## config.mk

```make
export PLATFORM = sky130hd
export DESIGN_NAME = shift_add_multiplier
export DESIGN_NICKNAME = d
export VERILOG_FILES = /design/src/rtl/shift_add_multiplier.sv
export SDC_FILE = /design/constraint.sdc
export NUM_CORES = 1
export LEC_CHECK = 0
export CORE_AREA = 2 2 70 72
export CTS_BUF_LIST = sky130_fd_sc_hd__clkbuf_16
export CTS_CLUSTER_DIAMETER = 80
export CTS_CLUSTER_SIZE = 25
export DETAILED_ROUTE_END_ITERATION = 7
export DIE_AREA = 0 0 72 74
export PLACE_DENSITY = 0.85
export SLEW_MARGIN = 10
export SYNTH_ARGS = -nofsm -noshare
export SYNTH_HDL_FRONTEND = slang
export SYNTH_SLANG_ARGS = --single-unit
```

## constraint.sdc

```tcl
create_clock -name clk -period 2.05 [get_ports clk]
set_clock_uncertainty 0.15 [all_clocks]
set_input_delay 0.615 -clock clk [delete_from_list [all_inputs] [get_ports clk]]
set_output_delay 0.615 -clock clk [all_outputs]
set_load 0.02 [all_outputs]
```

## src/rtl/shift_add_multiplier.sv

```systemverilog
// Sequential unsigned shift-and-add multiplier: one multiplier bit per clock,
// start/valid handshake, FSM and accumulator datapath in one block.
module shift_add_multiplier #(
    parameter int WIDTH = 8
) (
    input  logic                 clk,
    input  logic                 reset,
    input  logic                 start,
    input  logic [WIDTH-1:0]     a,
    input  logic [WIDTH-1:0]     b,
    output logic                 busy,
    output logic                 valid,
    output logic [2*WIDTH-1:0]   product
);
    localparam int CW = $clog2(WIDTH);

    typedef enum logic [1:0] {
        IDLE = 2'b00,
        RUN  = 2'b01,
        DONE = 2'b10
    } state_t;

    state_t           state;
    logic [WIDTH-1:0] mcand;
    logic [WIDTH-1:0] acc;
    logic [WIDTH-1:0] mq;
    logic [CW-1:0]    count;
    logic [WIDTH:0]   sum;

    // {carry,acc} after the conditional add; the carry is shifted straight
    // into acc's MSB, so it never needs its own register.
    always_comb begin
        sum = {1'b0, acc};
        if (mq[0])
            sum = {1'b0, acc} + {1'b0, mcand};
    end

    always_ff @(posedge clk or negedge reset) begin
        if (!reset) begin
            state   <= IDLE;
            mcand   <= '0;
            acc     <= '0;
            mq      <= '0;
            count   <= '0;
            product <= '0;
        end else begin
            case (state)
                IDLE, DONE: begin
                    if (start) begin
                        state <= RUN;
                        mcand <= a;
                        acc   <= '0;
                        mq    <= b;
                        count <= '0;
                    end else begin
                        state <= IDLE;
                    end
                end
                RUN: begin
                    acc   <= sum[WIDTH:1];
                    mq    <= {sum[0], mq[WIDTH-1:1]};
                    count <= count + 1'b1;
                    if (count == CW'(WIDTH - 1)) begin
                        state   <= DONE;
                        product <= {sum, mq[WIDTH-1:1]};
                    end
                end
                default: state <= IDLE;
            endcase
        end
    end

    // Outputs decode the state register only; no path from start.
    assign busy  = (state == RUN);
    assign valid = (state == DONE);

endmodule

```

## Word-level counts from Yosys, hierarchy flattened

Index checks and enable logic that the tools add are counted.

- Bits in registers: 45

- Equality and inequality tests: 5
- Add/subtract/negate cells: 2
- Mux-type cells: 10
- Reductions and logical operators: 6

Operator list:

| cell | count |
|---|---|
| 8-bit one-hot mux with 2 select lines | 2 |
| 8-bit 2-to-1 mux | 2 |
| 8-bit by 8-bit adder with 9-bit output | 1 |
| 9-bit 2-to-1 mux | 1 |
| 3-bit one-hot mux with 2 select lines | 1 |
| 2-bit AND reduction | 3 |
| 2-bit one-hot mux with 2 select lines | 1 |
| 3-bit by 1-bit adder with 3-bit output, second input constant | 1 |
| 3-bit equality test, second input constant | 1 |
| 3-bit 2-to-1 mux | 1 |
| 2-bit by 1-bit equality test with 1-bit output, second input constant | 1 |
| 2-bit equality test, second input constant | 1 |
| 2-bit zero test | 1 |
| 2-bit 2-to-1 mux | 1 |
| 2-bit by 1-bit != test with 1-bit output, second input constant | 1 |
| 2-bit != test, second input constant | 1 |
| 2-bit nonzero test | 1 |
| 2-bit OR reduction | 1 |
| 1-bit 2-to-1 mux | 1 |

## Logic depth before layout (Yosys ltp)

Gate-level depths: netlist of run 1.

- Depth after elaboration: 4
- Depth in mapped cells: 7
- Gate-level depth less buffers: 7

## Worst setup path after synthesis of run 1

Ideal clock, no wire load.

- Path type: reg2reg
- From: reg mcand[0]
- To: reg acc[5]
- Setup slack: -92 ps
- Data required time: 1770 ps
- Data arrival time: 1862 ps
- Cell stages (with the launch flop): 8
- Clock period less this slack: 2142 ps
- Cell sequence: dfrtp_1 -> ha_1 -> fa_1 -> a21o_1 -> a221o_1 -> xor2_1 -> mux2i_1 -> o21ai_1

- Cells in the longest elaborated chain, start to end: 3

Ends and longest elaborated chain:

| what | line | source |
|---|---|---|
| start, declared | 24 | `logic [WIDTH-1:0] mcand;` |
| start signal, assigned | 41 | `mcand <= '0;` |
| start signal, assigned | 51 | `mcand <= a;` |
| 8-bit by 8-bit adder with 9-bit output | 35 | `sum = {1'b0, acc} + {1'b0, mcand};` |
| 9-bit 2-to-1 mux | 34 | `if (mq[0])` |
| 8-bit one-hot mux with 2 select lines | 47 | `case (state)` |
| end signal, assigned | 60 | `acc <= sum[WIDTH:1];` |
| end, declared | 25 | `logic [WIDTH-1:0] acc;` |

No other way between the ends.
A chain may end at the register's enable or synchronous reset.

## Worst setup path in the final report of run 1

- From: reg mcand[0]
- To: reg product[15]

- Cells in the longest elaborated chain, start to end: 2

Ends and longest elaborated chain:

| what | line | source |
|---|---|---|
| 8-bit by 8-bit adder with 9-bit output | 35 |  |
| 9-bit 2-to-1 mux | 34 |  |
| end signal, assigned | 65 | `product <= {sum, mq[WIDTH-1:1]};` |
| end, declared | 13 | `output logic [2*WIDTH-1:0] product` |

No other way between the ends.

==> key figures, run 1 <==
Global routing
  – First-pass GRT wire length: 8093 um
  – Total Routing Usage GR: 0.2022
  – Largest net degree at the start of global routing: 30
  – Overflow after GRT: 0
  – Initial antenna violation count: 0
  – Vias in the first global route: 1747

Floorplanning
  – IO Pins: 37
  – Die Height: between 70 and 80 um
  – Standard-cell rows: 25
  – Starting Density: 0.4569
  – Die width: slightly above 70 um
  – Die area: about 0.0053 mm2
  – Placeable Area: around 0.0046 mm2

Clocking
  – Root Driver: clkbuf_16
  – CTS tree: done
  – Worst-Skew Late Latency: roughly 280 ps
  – Clock transition at path regs: approximately 60 ps
  – CTS buffer count: 5
  – Clk sink count: 45
  – Clock Tree Buf Depth: 2
  – Htree depth: 2
  – Hold_buf cts: 0

Drt
  – Drt first pass iters: 4
  – Iteration-0 DRC Markers: about 120
  – DRC: 0
  – Routed Antenna Nets: 0
  – Vias: 1695
  – Total Wirelength: between 4000 and 5000 um
  – Drt via density: ~5.5
  – Wirelength per Cell: approximately 15 um

Yosys
  – Yosys cell types: 30
  – Syn nets: between 200 and 250
  – Mux share of post-synthesis cell area: 0.06611
  – Post-Synth Simple-Gate Area: 0.1465
  – Cell count after synthesis: approximately 210
  – Syn Area/Cell: a little over 10 um2
  – Adder-cell share of the synthesized area: 0.06909
  – Yosys top cell by area: dfrtp_1
  – Mapped Area: about 0.0021 mm2
  – Combinational family with the most area after synthesis: simple AND/OR/NAND/NOR gates
  – Post-synthesis sequential area ratio: 0.5360
  – Yosys warns: 0
  – Largest cells by area after synthesis: dfrtp_1, nand2_1, ha_1
  – Synth Area in XOR/XNOR: 0.02085
  – Yosys reg bits: 45
  – Post-synth top area share: 0.5360
  – Synth Area in Compound Gates: 0.1382

Layout
  – Number of nets in the layout: approximately 290
  – Share of cells above drive strength 1: 0.1451
  – Final Instance Area: ~0.0028 mm2
  – Area of the multi-input gates: about 970 um2
  – Antenna cells: 0
  – Fill cells: around 360
  – Syn-to-layout area delta: 33.06%
  – FF+latch area: 0.001127 mm2

Placement
  – Gpl congestion: around 0.88
  – Pre-CTS WS: -122.7 ps
  – Port buffer count: 36
  – DP Area: roughly 0.0026 mm2
  – HPWL Detailed: approximately 3300 um

STA
  – Worst hold slack: approximately 100 ps
  – Relative slew slack: 0.6409
  – Max Clock Freq: approximately 0.45 GHz
  – RSZ-0062 raised after global routing: true
  – Endpoints failing hold: 0
  – Fin worst setup slack: -194.7 ps
  – Worst-Margin Slew: approximately 540 ps
  – Tmin final: 2245 ps
  – Final Cycle Share: 1.095
  – Max Slew Vio Count: 0
  – # setup viols final: 4

Pwr
  – Total Power: approximately 5100 uW
  – Leakage power: approximately 0.0013 uW
  – Worst IR Drop VDD: a little under 0.6 mV
  – P per Cell Area: 1828 mW/mm2

Worst setup path
  – WP data required: about 2100 ps
  – Critical Path AT: about 2300 ps
  – CP max FO: 2
  – Reg2reg path depth: 7
  – Setup crit start kind: flip-flop
  – Critical Path Sink Type: flip-flop
  – Worst path slowest cell: dfrtp_1
  – CP cell instances: ha_2 > fa_2 > a21o_1 > a221o_1 > buf_4 > a211oi_4 > o31ai_1
  – Worst setup path category: reg2reg
  – Max incr delay on CP: around 380 ps

Run status
  – Outcome: finished, violations left
  – Failing checks: negative setup slack

Job
  – Max Cap Viol: 0

Hold path
  – Hold Path Class: in2async
[area by class of cell]
cell class / count / share of cell area
clock buffers: 5 / 0.04476
well taps: 54 / 0.02417
inverters: 2 / 0.002686
multi-input cells: 151 / 0.3478
repair buffers: 50 / 0.1746
clock inverters: 2 / 0.002686
flip-flops and latches: 45 / 0.4033
[final timing paths]
kind,from,endpoint,slack (ps)
worst max-delay path,mcand[0],product[15],-190
worst min-delay path,reset,product[2],100
worst max register to register,mcand[0],product[15],-190
worst min register to register,product[8],product[8],320
max in group asynchronous,reset,product[10],1170
min in group clk,product[8],product[8],320
[worst max-delay path: cells and delay by family, from the launching register on]
| family | cells | cell delay, ps |
|---|---|---|
| buffers and inverters | 1 | 170 |
| adder cells (fa/ha/maj) | 2 | 540 |
| flip-flops | 1 | 380 |
| AO/OA/AOI/OAI | 4 | 890 |
[Yosys cell counts (all sizes together)]
library cell	instances
nand2	55
dfrtp	45
o21ai	23
ha	10
a31oi	8
nor2	8
clkbuf	7
mux2	7
mux2i	6
a21oi	4
nand3	4
a21o	3
buf	3
nor2b	3
xnor2	3
a211oi	2
a22o	2
inv	2
nand2b	2
o31ai	2
xor2	2
a221o	1
a22oi	1
and3	1
fa	1
nor3	1
o211ai	1
or3	1
[state kept, by name, summed over array words and instances (netlist names)]
name     cells
state        2
acc          8
count        3
mq           8
mcand        8
product     16
[timing repair]
action / CTS / global route
endpoints found under the setup margin: 8 / 12
buffers inserted: 3 / 2
pin swaps: 4 / 2
resized for setup: 7 / 5
[per-layer routing]
metal,GRT usage,vias to the layer above,routed length [um],part of all wire
met5,0,-,0,0
met4,0.09434,0,159,0.033
met3,0.05691,17,236,0.050
met2,0.3426,54,2394,0.50
met1,0.2413,821,1962,0.41
li1,-,803,-,-
[layout by cell type (no fill, tap or decap), types with 4 or more instances in the layout]
master,count
a21oi_1,4
a31oi_1,7
buf_4,12
clkbuf_16,5
clkdlybuf4s50_1,31
dfrtp_1,44
ha_1,7
mux2_2,7
mux2i_1,6
nand2_1,54
nand3_1,4
nor2_1,8
o21ai_0,20
[report_power, final]
part	internal (uW)	switching (uW)
logic	1280	1420
clock network	435	298
registers	1340	346
[cell families after synthesis]
family / Yosys count
simple gates: 75
compound gates: 47
flops: 45
mux: 13
buf+inv: 12
fa+ha+maj: 11
xor+xnor: 5
[metrics by stage]
| stage | instances | utilization | TNS [ps] |
|---|---|---|---|
| 2_1_floorplan | 208 | - | -5.168 |
| 3_3_place_gp | 298 | 0.5627 | -49.78 |
| 3_5_place_dp | 298 | 0.5627 | -443.1 |
| 4_1_cts | 307 | 0.6011 | -353.3 |
| 5_1_grt | 309 | 0.6079 | -1181 |
| 6_report | 309 | 0.6079 | -645.7 |
(Power assumes the default switching activity.)
==> run 2, diff against run 1 <==
- ABC_AREA: unset -> 1
- CORE_AREA: 2 2 70 72 -> 2 2 72 74
- DIE_AREA: 0 0 72 74 -> 0 0 74 76
- PLACE_DENSITY: 0.85 -> 0.84
==> key figures, run 2 <==
Run status
  – Outcome: finished clean (was finished, violations left)

Worst setup path
  – Critical Path AT: 1250 ps (was 2260 ps)
  – Critical Path Sink Type: primary output (was flip-flop)
  – Worst setup path category: reg2out (was reg2reg)
  – Setup crit start kind: flip-flop (unchanged)
  – R2R Setup Slk: 150 ps (was -190 ps)
  – CP max FO: 2 (unchanged)
  – WP data required: 1280 ps (was 2060 ps)
  – Max incr delay on CP: 610 ps (was 380 ps)
  – CP bufs+invs: 1 (unchanged)
  – CP cell instances: clkdlybuf4s50_1 (was ha_2 > fa_2 > a21o_1 > a221o_1 > buf_4 > a211oi_4 > o31ai_1)
  – Worst path slowest cell: clkdlybuf4s50_1 (was dfrtp_1)
  – Crit path max-delay family: buffers and inverters (was compound AO/OA/AOI/OAI gates)

Yosys
  – Mapped Area: 0.002220 mm2 (was 0.002101 mm2)
  – Largest cells by area after synthesis: dfrtp_1, nand2_1, ha_1 (unchanged)
  – Post-synthesis async set-or-reset flop share: 1.000 (unchanged)
  – Yosys warns: 0 (unchanged)
  – Syn nets: 268 (was 238)
  – Post-synth top area share: 0.5073 (was 0.5360)
  – Ys flop type: dfrtp_1 (unchanged)
  – Top post-synthesis cells by count: nand2_1, dfrtp_1, inv_1 (was nand2_1, dfrtp_1, o21ai_0)
  – Number of synthesized flops with an enable pin: 0 (unchanged)
  – Most frequent cell after synthesis: nand2_1 (unchanged)
  – Post-synthesis sequential area ratio: 0.5073 (was 0.5360)
  – Yosys top cell by area: dfrtp_1 (unchanged)
  – Yosys cell types: 29 (was 30)
  – Cell count after synthesis: 238 (was 208)
  – Yosys reg bits: 45 (unchanged)
  – Syn Area/Cell: 9.326 um2 (was 10.10 um2)

Hold path
  – Hold Path Class: in2async (unchanged)

Floorplanning
  – Die Height: 76 um (was 74 um)
  – Placeable Area: 0.004912 mm2 (was 0.004598 mm2)
  – Standard-cell rows: 26 (was 25)
  – Starting Density: 0.4519 (was 0.4569)
  – Die width: 74 um (was 72 um)
  – IO Pins: 37 (unchanged)
  – Die area: 0.005624 mm2 (was 0.005328 mm2)

STA
  – RSZ-0062 raised after global routing: false (was true)
  – Worst-Margin Slew: 578.8 ps (was 536.6 ps)
  – Max Clock Freq: 0.4955 GHz (was 0.4455 GHz)
  – Endpoints failing hold: 0 (unchanged)
  – Relative slew slack: 0.6141 (was 0.6409)
  – Tmin final: 2018 ps (was 2245 ps)
  – Final Cycle Share: 0.9844 (was 1.095)
  – Max Slew Vio Count: 0 (unchanged)
  – # setup viols final: 0 (was 4)

Clocking
  – Clock Tree Buf Depth: 2 (unchanged)
  – Root Driver: clkbuf_16 (unchanged)
  – CTS tree: done (unchanged)
  – Clock transition at path regs: 60 ps (about the same)
  – CTS buffer count: 5 (unchanged)
  – Clk sink count: 45 (unchanged)
  – Worst-Skew Late Latency: 280 ps (about the same)
  – Htree depth: 2 (unchanged)
  – Setup bufs post-CTS: 0 (was 3)
  – Hold_buf cts: 0 (unchanged)

Drt
  – Drt first pass iters: 4 (unchanged)
  – Total Wirelength: 4660 um (was 4753 um)
  – DRC: 0 (unchanged)
  – Wirelength per Cell: 13.35 um (was 15.38 um)
  – Routed Antenna Nets: 0 (unchanged)
  – Iteration-0 DRC Markers: 157 (was 124)
  – Vias: 1774 (was 1695)
  – Drt via density: 5.083 (was 5.485)

Pwr
  – Logic pwr share: 0.518 (was 0.528)
  – Clock share of power: 0.170 (was 0.143)
  – Leakage power: 0.001390 uW (was 0.001334 uW)
  – Internal: 3032 uW (was 3046 uW)
  – Switching share of power: 0.4190 (was 0.4040)
  – Worst IR Drop VDD: 0.7425 mV (was 0.5801 mV)
  – P per Cell Area: 1846 mW/mm2 (was 1828 mW/mm2)
  – Sw power: 2186 uW (was 2065 uW)
  – Seq pwr share: 0.311 (was 0.329)

Layout
  – Max FFs per register: 16 (unchanged)
  – Final Instance Area: 0.002826 mm2 (was 0.002795 mm2)
  – Antenna cells: 0 (unchanged)
  – Syn-to-layout area delta: 27.34% (was 33.06%)
  – Most flops, register: product (unchanged)
  – Number of nets in the layout: 308 (was 285)
  – Final Core Density: 0.5754 (was 0.6079)
  – Most common cell after layout, fill and taps aside: nand2_1 (unchanged)
  – Most frequent cells in the layout: nand2_1, dfrtp_1, clkdlybuf4s50_1 (unchanged)
  – Share of cells above drive strength 1: 0.1147 (was 0.1451)

Global routing
  – Total Routing Usage GR: 0.1837 (was 0.2022)
  – Largest net degree at the start of global routing: 46 (was 30)
  – First-pass GRT wire length: 8142 um (was 8093 um)
  – Overflow after GRT: 0 (unchanged)
  – Initial antenna violation count: 0 (unchanged)
  – Vias in the first global route: 1789 (was 1747)

Job
  – Max Cap Viol: 0 (unchanged)

Placement
  – HPWL Detailed: 3338 um (was 3276 um)
  – DP Area: 0.002651 mm2 (was 0.002587 mm2)
  – Gpl congestion: 0.7809 (was 0.8760)
  – Port buffer count: 36 (unchanged)
-- run 2: cell count changes after synthesis, moves of 6 or more --
cell and change:
o21ai_0 -8, a31oi_1 -8, mux2i_1 -6, clkbuf_1 -7, inv_1 +20, nand3_1 +16
-- run 2: logic make-up (layout without fill, tap and decap cells) --
family                   Yosys count  count (layout)  share of synthesized area
AO/OA/AOI/OAI                     37              37                     0.1043
adder cells (fa/ha/maj)           11              11                    0.06539
buffers and inverters             33              74                    0.06370
flip-flops                        45              45                     0.5073
multiplexers                       8               8                    0.04058
AND/OR/NAND/NOR                  104             104                     0.2187
-- run 2: stage by stage --
| step | hold slack, ps | power (uW) | worst slack (ps) | std cells | setup TNS (ps) |
|---|---|---|---|---|---|
| floorplan | 169.4 | 3509 | 296.9 | 238 | 0 |
| global placement | 315.9 | 4183 | 4.819 | 341 | 0 |
| detailed placement | 319.8 | 4310 | -60.40 | 341 | -144.6 |
| CTS | 289.4 | 5227 | 27.90 | 349 | 0 |
| global route | 317.9 | 5692 | 2.271 | 349 | 0 |
| finish | 260.2 | 5218 | 32.01 | 349 | 0 |
-- run 2: routing by layer --
metal,vias to the layer above,GRT usage,routed length (um),share of wire
met3,4,0.04101,243,0.052
met4,0,0.04182,29,0.0062
met2,52,0.2973,2331,0.50
met5,-,0,0,0
li1,871,-,-,-
met1,847,0.2504,2056,0.44
-- run 2: cell type report --
| cell class | instances | area (um2) |
|---|---|---|
| multi-input cells | 160 | 962.2 |
| fillers | 412 | 2086 |
| clock inverters | 3 | 37.54 |
| clock buffers | 5 | 125.1 |
| well taps | 70 | 87.58 |
| inverters | 26 | 100.1 |
| repair buffers | 40 | 387.9 |
| flip-flops and latches | 45 | 1126 |
-- run 2: final timing paths --
path	endpoint	depth (start not counted)	start
max	product[15]	1	product[15]
min	mcand[3]	2	reset
max reg2reg	product[13]	10	mcand[0]
min reg2reg	product[8]	2	product[8]
max in group asynchronous	acc[3]	2	reset
min in group clk	product[8]	2	product[8]
-- run 2: what timing repair did --
| action | 4_1_cts | 5_1_grt |
|---|---|---|
| setup endpoints to repair | 2 | 8 |
| pin swaps | 0 | 3 |
| gates resized for setup | 2 | 6 |
-- run 2: power by group through the flow --
stage	Clock [uW]	Combinational, uW	Sequential (uW)
2_1_floorplan	0	1780	1730
3_3_place_gp	0	2560	1620
3_5_place_dp	0	2670	1640
4_1_cts	899	2700	1630
5_1_grt	937	3070	1680
6_report	889	2700	1620
==> run 3, diff against run 2 <==
- RECOVER_POWER: unset -> 100
==> key figures, run 3 (synthesized netlist as in run 2, its figures left out) <==
Run status
  – Outcome: finished clean (unchanged)

Clocking
  – Setup bufs post-CTS: 0 (unchanged)
  – CTS buffer count: 5 (unchanged)
  – Worst-Skew Late Latency: 280 ps (about the same)
  – Htree depth: 2 (unchanged)
  – Clock Tree Buf Depth: 2 (unchanged)
  – CTS tree: done (unchanged)
  – Root Driver: clkbuf_16 (unchanged)
  – Clock transition at path regs: 60 ps (about the same)
  – Clk sink count: 45 (unchanged)

STA
  – Sum of negative setup slack: 0 ps (unchanged)
  – # setup viols final: 0 (unchanged)
  – Fin worst setup slack: 32.14 ps (was 32.01 ps)
  – Tmin final: 2018 ps (about the same)
  – Endpoints failing hold: 0 (unchanged)
  – Final Cycle Share: 0.9843 (was 0.9844)
  – RSZ-0062 raised after global routing: false (unchanged)
  – Worst hold slack: 330.7 ps (was 260.2 ps)
  – Relative slew slack: 0.2465 (was 0.6141)
  – Worst-Margin Slew: 1130 ps (was 578.8 ps)
  – Max Clock Freq: 0.4956 GHz (was 0.4955 GHz)
  – Max Slew Vio Count: 0 (unchanged)

Drt
  – Routed Antenna Nets: 0 (unchanged)
  – Vias: 1770 (was 1774)
  – Wirelength per Cell: 13.52 um (was 13.35 um)
  – Total Wirelength: 4717 um (was 4660 um)
  – DRC: 0 (unchanged)
  – Iteration-0 DRC Markers: 154 (was 157)
  – Drt first pass iters: 4 (unchanged)
  – Drt via density: 5.072 (was 5.083)

Layout
  – Share of cells above drive strength 1: 0.1004 (was 0.1147)
  – Max FFs per register: 16 (unchanged)
  – Syn-to-layout area delta: 25.65% (was 27.34%)
  – Most common cell after layout, fill and taps aside: nand2_1 (unchanged)
  – Number of nets in the layout: 308 (unchanged)
  – Most flops, register: product (unchanged)
  – Antenna cells: 0 (unchanged)
  – Most frequent cells in the layout: nand2_1, dfrtp_1, clkdlybuf4s50_1 (unchanged)

Worst setup path
  – Crit path max-delay family: buffers and inverters (unchanged)
  – CP cell instances: clkdlybuf4s50_1 (unchanged)
  – Worst path slowest cell: clkdlybuf4s50_1 (unchanged)
  – WP data required: 1280 ps (about the same)
  – Worst setup path category: reg2out (unchanged)
  – CP bufs+invs: 1 (unchanged)
  – Max incr delay on CP: 610 ps (about the same)
  – Critical Path AT: 1250 ps (about the same)
  – CP max FO: 2 (unchanged)
  – Critical Path Sink Type: primary output (unchanged)
  – Setup crit start kind: flip-flop (unchanged)

Pwr
  – Logic pwr share: 0.512 (was 0.518)
  – Leakage power: 0.001356 uW (was 0.001390 uW)
  – Sw power: 2175 uW (was 2186 uW)
  – Clock share of power: 0.173 (was 0.170)
  – Worst IR Drop VDD: 0.7308 mV (was 0.7425 mV)
  – P per Cell Area: 1852 mW/mm2 (was 1846 mW/mm2)
  – Total Power: 5166 uW (was 5218 uW)
  – Internal: 2991 uW (was 3032 uW)
  – Switching share of power: 0.4211 (was 0.4190)
  – Seq pwr share: 0.315 (was 0.311)

Placement
  – Pre-CTS WS: -60.40 ps (unchanged)
  – Port buffer count: 36 (unchanged)
  – Gpl congestion: 0.7809 (unchanged)
  – HPWL Detailed: 3338 um (unchanged)

Hold path
  – Hold Path Class: reg2reg (was in2async)

Floorplanning
  – Die area: 0.005624 mm2 (unchanged)
  – Starting Density: 0.4519 (unchanged)
  – Placeable Area: 0.004912 mm2 (unchanged)
  – IO Pins: 37 (unchanged)
  – Die width: 74 um (unchanged)
  – Die Height: 76 um (unchanged)
  – Standard-cell rows: 26 (unchanged)

Global routing
  – First-pass GRT wire length: 8142 um (unchanged)
  – Largest net degree at the start of global routing: 46 (unchanged)
  – Vias in the first global route: 1789 (unchanged)
  – Total Routing Usage GR: 0.1837 (unchanged)
  – Overflow after GRT: 0 (unchanged)
  – Initial antenna violation count: 0 (unchanged)

Job
  – Max Cap Viol: 0 (unchanged)
run 3: what timing repair did:
item | CTS | global route
hold endpoints to repair | 0 | 0
setup endpoints to repair | 2 | 8
resized for setup | 2 | 6
pin swaps | 0 | 3
gates cloned | 0 | 0
hold buffers | 0 | 0
run 3: layout make-up:
class	instances	area, um2
Tap cell	70	87.58
Multi-Input combinational cell	160	947.2
Inverter	26	100.1
Fill cell	421	2123
Timing Repair Buffer	40	365.4
Clock inverter	3	37.54
Clock buffer	5	125.1
Sequential cell	45	1126
run 3: path summary, 6_finish.rpt:
check,slack (ps),cells past startpoint,startpoint,endpoint
min reg2reg,330,2,product[8],product[8]
max reg2reg,140,10,mcand[0],product[13]
min,330,2,product[8],product[8]
min in group asynchronous,480,2,reset,mcand[3]
max in group asynchronous,590,2,reset,mq[2]
max,30,1,product[15],product[15]
run 3: stage by stage:
stage               cells  cell area [um2]  utilization
finish                349             2789       0.5678
global placement      341             2651       0.5397
floorplan             238             2220            -
CTS                   349             2811       0.5723
detailed placement    341             2651       0.5397
global route          349             2789       0.5678
run 3: power groups by stage:
stage	sequential (uW)	combinational (uW)	clock [uW]
4_1_cts	1630	2700	899
3_5_place_dp	1640	2670	0
2_1_floorplan	1730	1780	0
5_1_grt	1690	3010	937
6_report	1630	2640	894
3_3_place_gp	1620	2560	0
run 3: metal layers:
metal / wire, um / up-vias / global-route usage
met5: 0 / - / 0
met1: 2142 / 845 / 0.2504
met4: 29 / 0 / 0.04182
met3: 220 / 4 / 0.04101
met2: 2326 / 51 / 0.2973
li1: - / 870 / -
